File: src/rtl/sdrc_xfr_data_engine.sv
// sdrc_xfr_data_engine: SDRAM DQ-side burst data engine.
// Issues column strobes per burst beat, drives write beats to the
// pins (1-cycle latency), returns reads after the latched CAS
// latency and enforces the read-to-write bus turnaround.
// Ports: cmd_* burst handshake, col_strobe to sequencer, x2a_wr*
// / a2x_wr* write side, sdr_* pins, x2a_rd* read return.
// Option: SDRC_DQM_MASK_EN drives sdr_dqm from a2x_wren_n.
module sdrc_xfr_data_engine #(
  parameter int SDR_DW = 16,
  parameter int SDR_BW = 2,
  parameter int BL_W   = 8
) (
  input  logic              clk,
  input  logic              reset_n,
  input  logic [1:0]        cas_latency,
  input  logic              cmd_valid,
  output logic              cmd_ready,
  input  logic              cmd_wr,
  input  logic [BL_W-1:0]   cmd_len,
  output logic              col_strobe,
  output logic              x2a_wrstart,
  output logic              x2a_wrnext,
  output logic              x2a_wrlast,
  input  logic [SDR_DW-1:0] a2x_wrdt,
  input  logic [SDR_BW-1:0] a2x_wren_n,
  output logic [SDR_DW-1:0] sdr_dout,
  output logic              sdr_den_n,
  output logic [SDR_BW-1:0] sdr_dqm,
  input  logic [SDR_DW-1:0] sdr_din,
  output logic              x2a_rdstart,
  output logic              x2a_rdok,
  output logic              x2a_rdlast,
  output logic [SDR_DW-1:0] x2a_rddt
);

  typedef enum logic [1:0] {
    IDLE,
    WR_BURST,
    RD_BURST,
    TURN
  } state_t;

  typedef struct packed {
    logic vld;
    logic first;
    logic last;
    logic cl3;
  } rd_tag_t;

  state_t          state;
  state_t          state_nxt;
  logic [BL_W-1:0] cnt;
  logic            first_q;
  logic            cl3_q;
  logic            rd_seen;
  logic            accept;
  logic            last_beat;
  logic            pipe_busy;
  logic            wr_hold;
  rd_tag_t         push;
  rd_tag_t         pipe0;
  rd_tag_t         pipe1;
  rd_tag_t         pipe2;
  rd_tag_t         emerge;

  assign last_beat = (cnt == '0);
  assign pipe_busy = pipe0.vld | pipe1.vld | pipe2.vld;
  // A write after any read waits for the drain plus one TURN cycle.
  assign wr_hold   = cmd_valid & cmd_wr & rd_seen;
  assign accept    = cmd_valid & cmd_ready;

  always_comb begin
    state_nxt   = state;
    cmd_ready   = 1'b0;
    col_strobe  = 1'b0;
    x2a_wrnext  = 1'b0;
    x2a_wrstart = 1'b0;
    x2a_wrlast  = 1'b0;
    unique case (state)
      IDLE: begin
        cmd_ready = ~wr_hold;
        if (wr_hold) begin
          if (!pipe_busy) state_nxt = TURN;
        end else if (cmd_valid) begin
          state_nxt = cmd_wr ? WR_BURST : RD_BURST;
        end
      end
      WR_BURST: begin
        col_strobe  = 1'b1;
        x2a_wrnext  = 1'b1;
        x2a_wrstart = first_q;
        x2a_wrlast  = last_beat;
        if (last_beat) state_nxt = IDLE;
      end
      RD_BURST: begin
        col_strobe = 1'b1;
        // Chaining a read on the last strobe keeps returns contiguous.
        cmd_ready  = last_beat & ~(cmd_valid & cmd_wr);
        if (last_beat) begin
          state_nxt = (cmd_valid & ~cmd_wr) ? RD_BURST : IDLE;
        end
      end
      TURN: state_nxt = IDLE;
      default: state_nxt = IDLE;
    endcase
  end

  always_ff @(posedge clk or negedge reset_n) begin
    if (!reset_n) begin
      state   <= IDLE;
      cnt     <= '0;
      first_q <= 1'b0;
      cl3_q   <= 1'b0;
      rd_seen <= 1'b0;
    end else begin
      state <= state_nxt;
      if (accept) begin
        cnt     <= cmd_len;
        first_q <= 1'b1;
        cl3_q   <= (cas_latency == 2'd3);
      end else if (col_strobe) begin
        first_q <= 1'b0;
        if (!last_beat) cnt <= cnt - 1'b1;
      end
      if (state == TURN) rd_seen <= 1'b0;
      else if (accept & ~cmd_wr) rd_seen <= 1'b1;
    end
  end

  // Each entry carries its own CL so it leaves at stage CL-1.
  always_comb begin
    push.vld   = (state == RD_BURST);
    push.first = first_q;
    push.last  = last_beat;
    push.cl3   = cl3_q;
    emerge     = pipe2;
    if (pipe1.vld & ~pipe1.cl3) emerge = pipe1;
  end

  always_ff @(posedge clk or negedge reset_n) begin
    if (!reset_n) begin
      pipe0 <= '0;
      pipe1 <= '0;
      pipe2 <= '0;
    end else begin
      pipe0     <= push;
      pipe1     <= pipe0;
      pipe2     <= pipe1;
      pipe2.vld <= pipe1.vld & pipe1.cl3;
    end
  end

  always_ff @(posedge clk or negedge reset_n) begin
    if (!reset_n) begin
      x2a_rdok    <= 1'b0;
      x2a_rdstart <= 1'b0;
      x2a_rdlast  <= 1'b0;
      x2a_rddt    <= '0;
    end else begin
      x2a_rdok    <= emerge.vld;
      x2a_rdstart <= emerge.vld & emerge.first;
      x2a_rdlast  <= emerge.vld & emerge.last;
      if (emerge.vld) x2a_rddt <= sdr_din;
    end
  end

  always_ff @(posedge clk or negedge reset_n) begin
    if (!reset_n) begin
      sdr_den_n <= 1'b1;
      sdr_dout  <= '0;
    end else begin
      sdr_den_n <= ~x2a_wrnext;
      sdr_dout  <= x2a_wrnext ? a2x_wrdt : '0;
    end
  end

`ifdef SDRC_DQM_MASK_EN
  always_ff @(posedge clk or negedge reset_n) begin
    if (!reset_n) begin
      sdr_dqm <= '0;
    end else begin
      sdr_dqm <= x2a_wrnext ? a2x_wren_n : '0;
    end
  end
`else
  logic unused_wren;
  assign unused_wren = ^a2x_wren_n;
  assign sdr_dqm     = '0;
`endif

endmodule

File: config.mk
export PLATFORM = sky130hd
export DESIGN_NAME = sdrc_xfr_data_engine
export DESIGN_NICKNAME = d
export VERILOG_FILES = /design/src/rtl/sdrc_xfr_data_engine.sv
export SDC_FILE = /design/constraint.sdc
export NUM_CORES = 1
export LEC_CHECK = 0
export CAP_MARGIN = 20
export CELL_PAD_IN_SITES_DETAIL_PLACEMENT = 1
export CELL_PAD_IN_SITES_GLOBAL_PLACEMENT = 1
export CORE_MARGIN = 2
export CORE_UTILIZATION = 36
export CTS_BUF_LIST = sky130_fd_sc_hd__clkbuf_8
export DETAILED_ROUTE_END_ITERATION = 16
export PLACE_DENSITY_LB_ADDON = 0.1
export SLEW_MARGIN = 20
export SYNTH_ARGS = -nofsm -noshare
export SYNTH_HDL_FRONTEND = slang
export SYNTH_SLANG_ARGS = --single-unit
File: constraint.sdc
create_clock -name clk -period 2.1 [get_ports clk]
set_input_delay 0.315 -clock clk [delete_from_list [all_inputs] [get_ports clk]]
set_output_delay 0.315 -clock clk [all_outputs]
set_load 0.02 [all_outputs]
==> results.py <==
metrics = {
    "critical_path": {
        "rr_startpoint": "state[0]",
        "rrSetupSlack_ns": 0.11,
        "critPathKind": "register to register",
        "cpMaxStageDelayCell": "or4b_4",
        "cp_cell_sequence": "inv_1 -> ha_1 -> or4b_4 -> a211oi_2 -> xor2_1 -> mux2_4",
        "rr_worst_depth": 6,
        "arrival_ns": 2.22,
        "worstReg2RegEnd": "cnt[5]",
        "endpoint_kind": "register",
        "critPathMaxFanout": 4,
        "cpPeakStageDelay_ns": 0.48,
        "cp.required_ns": 2.32,
        "critPathLaunchType": "register",
    },
    "clock_network": {
        "clk_path_buf_depth": 2,
        "clk_pin_slew_ns": 0.07,
        "cts_root_buffer": "clkbuf_8",
        "cts_buffers": 9,
        "h-tree-depth": 3,
        "cts_tree": "done",
        "clk_latency_ns": 0.34,
        "clock_sinks": 60,
    },
    "logic_synthesis": {
        "netlist.area_leader.share_pct": 59.7,
        "yosysWarnings": 0,
        "syn_inst": 178,
        "synth.distinct_cells": 36,
        "synthTopCellsByArea": "dfrtp_1, mux2_2, mux2_4",
        "async_flop_share_pct": 100,
        "synthFlopType": "dfrtp_1",
        "synth-edff-count": 0,
        "synth_seq_area_share_pct": 60.7,
        "yosysMostFrequentCell": "dfrtp_1",
        "yosys-top-cells-count": "dfrtp_1, and2_1, mux2_2, inv_1, nand2_1",
        "syn_avg_cell_area_um2": 13.9,
        "yosysTopAreaCell": "dfrtp_1",
        "syn-cell-area_mm2": 0.00247,
        "ys_ff_latch": 60,
    },
    "run": {
        "cap_viol_max_count": 0,
    },
    "route": {
        "totalWireLength_um": 5600,
        "drt_iter0_markers": 37,
        "drtPass1Iterations": 3,
        "viasPerCell": 4.63,
        "postRouteAntennaNets": 0,
        "drc": 0,
        "wl_per_cell_um": 15.0,
        "route.vias.total": 1728,
    },
    "min_path": {
        "hold-path-cell-count": 0,
        "hp-class": "register to register",
        "min_from": "pipe0[2]",
        "holdPathEnd": "pipe1[2]",
    },
    "power_and_ir_drop": {
        "power_density_mw_per_mm2": 1490,
        "power.leakage_nw": 1.72,
        "ir_drop_v": 0.000617,
    },
    "grt": {
        "grt_max_degree": 27,
        "antenna_found_initial": 0,
        "grt_first_pass_wirelength_um": 9070,
        "overflow": 0,
        "grt_pass1_vias": 1815,
        "grt_usage_pct": 16.2,
    },
    "final_layout": {
        "syn_to_final_growth_pct": 52.8,
        "fillers": 685,
        "antennaDiodeCount": 0,
        "utilization_pct": 56.3,
        "nets": 343,
        "drive_gt1_share_pct": 25.6,
    },
    "placement": {
        "numPortBuffers": 86,
        "dpl.hpwl_um": 4190,
        "place.gp.congestion": 0.748,
    },
    "floorplan": {
        "fp.dieW_um": 86.9,
        "start_util_pct": 36.8,
        "core.rowCount": 30,
        "die_area_mm2": 0.00755,
        "core_mm2": 0.00672,
        "boundaryPins": 91,
        "dieHeight_um": 86.9,
    },
    "sta": {
        "skew_ns": 0.00733,
        "fmax_mhz": 501,
        "fin_crit_ns": 1.99,
        "rsz0062_at_grt": "false",
        "setup_violations": 0,
        "final.setup.tns_ns": 0,
        "fin_crit_sh_pct": 95.0,
        "finalHoldViolCount": 0,
        "slew_violations": 0,
    },
    "outcome": {
        "run_status": "finished, final reports clean",
    },
}
routing by layer:
metal  track usage (%)  part of all wire (%)  up-vias
met5                 0                     0        -
met4              7.67                   2.1        0
met3              3.70                   6.1       10
met2              27.3                    50       63
met1              19.5                    42      839
li1                  -                     -      816
critical path: cells and delay by family (launching register included):
| family | cells | cell delay [ns] |
|---|---|---|
| XOR/XNOR | 1 | 0.10 |
| multiplexers | 1 | 0.28 |
| flip-flops | 1 | 0.37 |
| adder cells (fa/ha/maj) | 1 | 0.32 |
| buffers and inverters | 1 | 0.09 |
| AND/OR/NAND/NOR | 1 | 0.48 |
| AO/OA/AOI/OAI | 1 | 0.23 |
cell families (layout without fill, tap and decap cells):
family	Yosys count	in the layout	synth area share, %
AO/OA/AOI/OAI	18	18	5.46
XOR/XNOR	7	7	2.48
adder cells (fa/ha/maj)	7	7	3.54
buffers and inverters	15	129	3.29
flip-flops	60	60	60.7
multiplexers	28	28	13.8
other	1	2	0.152
AND/OR/NAND/NOR	42	42	10.6
how the worst max path moves through the flow:
stage          slack, ns  depth (start not counted)    endpoint      start
6_report            0.11                          6      cnt[5]   state[0]
5_1_grt            0.002                          6   cmd_ready     cnt[1]
4_1_cts             0.01                          4  x2a_wrlast     cnt[3]
3_5_place_dp       0.002                          6   cmd_ready     cnt[1]
3_3_place_gp        0.01                          4   cmd_ready  cmd_valid
2_1_floorplan       0.05                          6      cnt[5]   state[0]
layout make-up:
class / count / area [um2] / area share (%)
clock inverters: 7 / 115 / 3.04
repair buffers: 104 / 982 / 26.0
multi-input cells: 104 / 925 / 24.4
inverters: 9 / 33.8 / 0.893
flip-flops and latches: 60 / 1500 / 39.7
clock buffers: 9 / 124 / 3.27
well taps: 80 / 100 / 2.65
report_power, final:
| group | switching (W) | internal, W |
|---|---|---|
| registers | 0.000258 | 0.00161 |
| logic | 0.00115 | 0.00138 |
| clock network | 0.000462 | 0.000783 |
| total | 0.00187 | 0.00377 |
cell usage in the layout (no fill, tap or decap), types with 2 or more instances in the layout:
cell type	count
dfrtp_1	59
mux2_4	8
clkinvlp_4	2
nand2_1	9
a211oi_2	2
o21ai_0	2
nor2b_1	2
xor2_1	4
or2_2	2
nor2_1	4
bufinv_16	3
clkinv_2	2
a31o_2	2
mux2_2	16
clkdlybuf4s50_1	80
xnor2_1	3
dlygate4sd2_1	3
a21oi_1	3
a21o_2	2
ha_1	7
buf_4	18
and2_1	18
mux2i_1	4
a31oi_1	2
inv_1	9
clkbuf_8	9
conb_1	2
flip-flops by register name, indices dropped and copies added, names as in the netlist:
register	count
sdr_dout	16
x2a_rddt	16
cnt	8
pipe0	4
pipe1	4
pipe2	3
state	2
cl3_q	1
first_q	1
rd_seen	1
sdr_den_n	1
x2a_rdlast	1
x2a_rdok	1
x2a_rdstart	1
per-stage QoR:
| stage | hold WS [ns] | cells | setup slack, ns | area (um2) | total power [W] |
|---|---|---|---|---|---|
| floorplan | 0.0194 | 179 | 0.0450 | 2480 | 0.00335 |
| finish | 0.352 | 373 | 0.105 | 3780 | 0.00564 |
| detailed placement | 0.269 | 355 | 0.00235 | 3510 | 0.00441 |
| global placement | 0.266 | 355 | 0.0103 | 3510 | 0.00433 |
| CTS | 0.352 | 372 | 0.0148 | 3750 | 0.00568 |
| global route | 0.379 | 373 | 0.00178 | 3780 | 0.00599 |
what timing repair did:
item | CTS | global route
gates resized for setup | 10 | 6
hold endpoints to repair | 16 | 0
hold buffers | 1 | 0
buffers inserted | 0 | 1
endpoints found under the setup margin | 5 | 11
(Power assumes the default switching activity.)
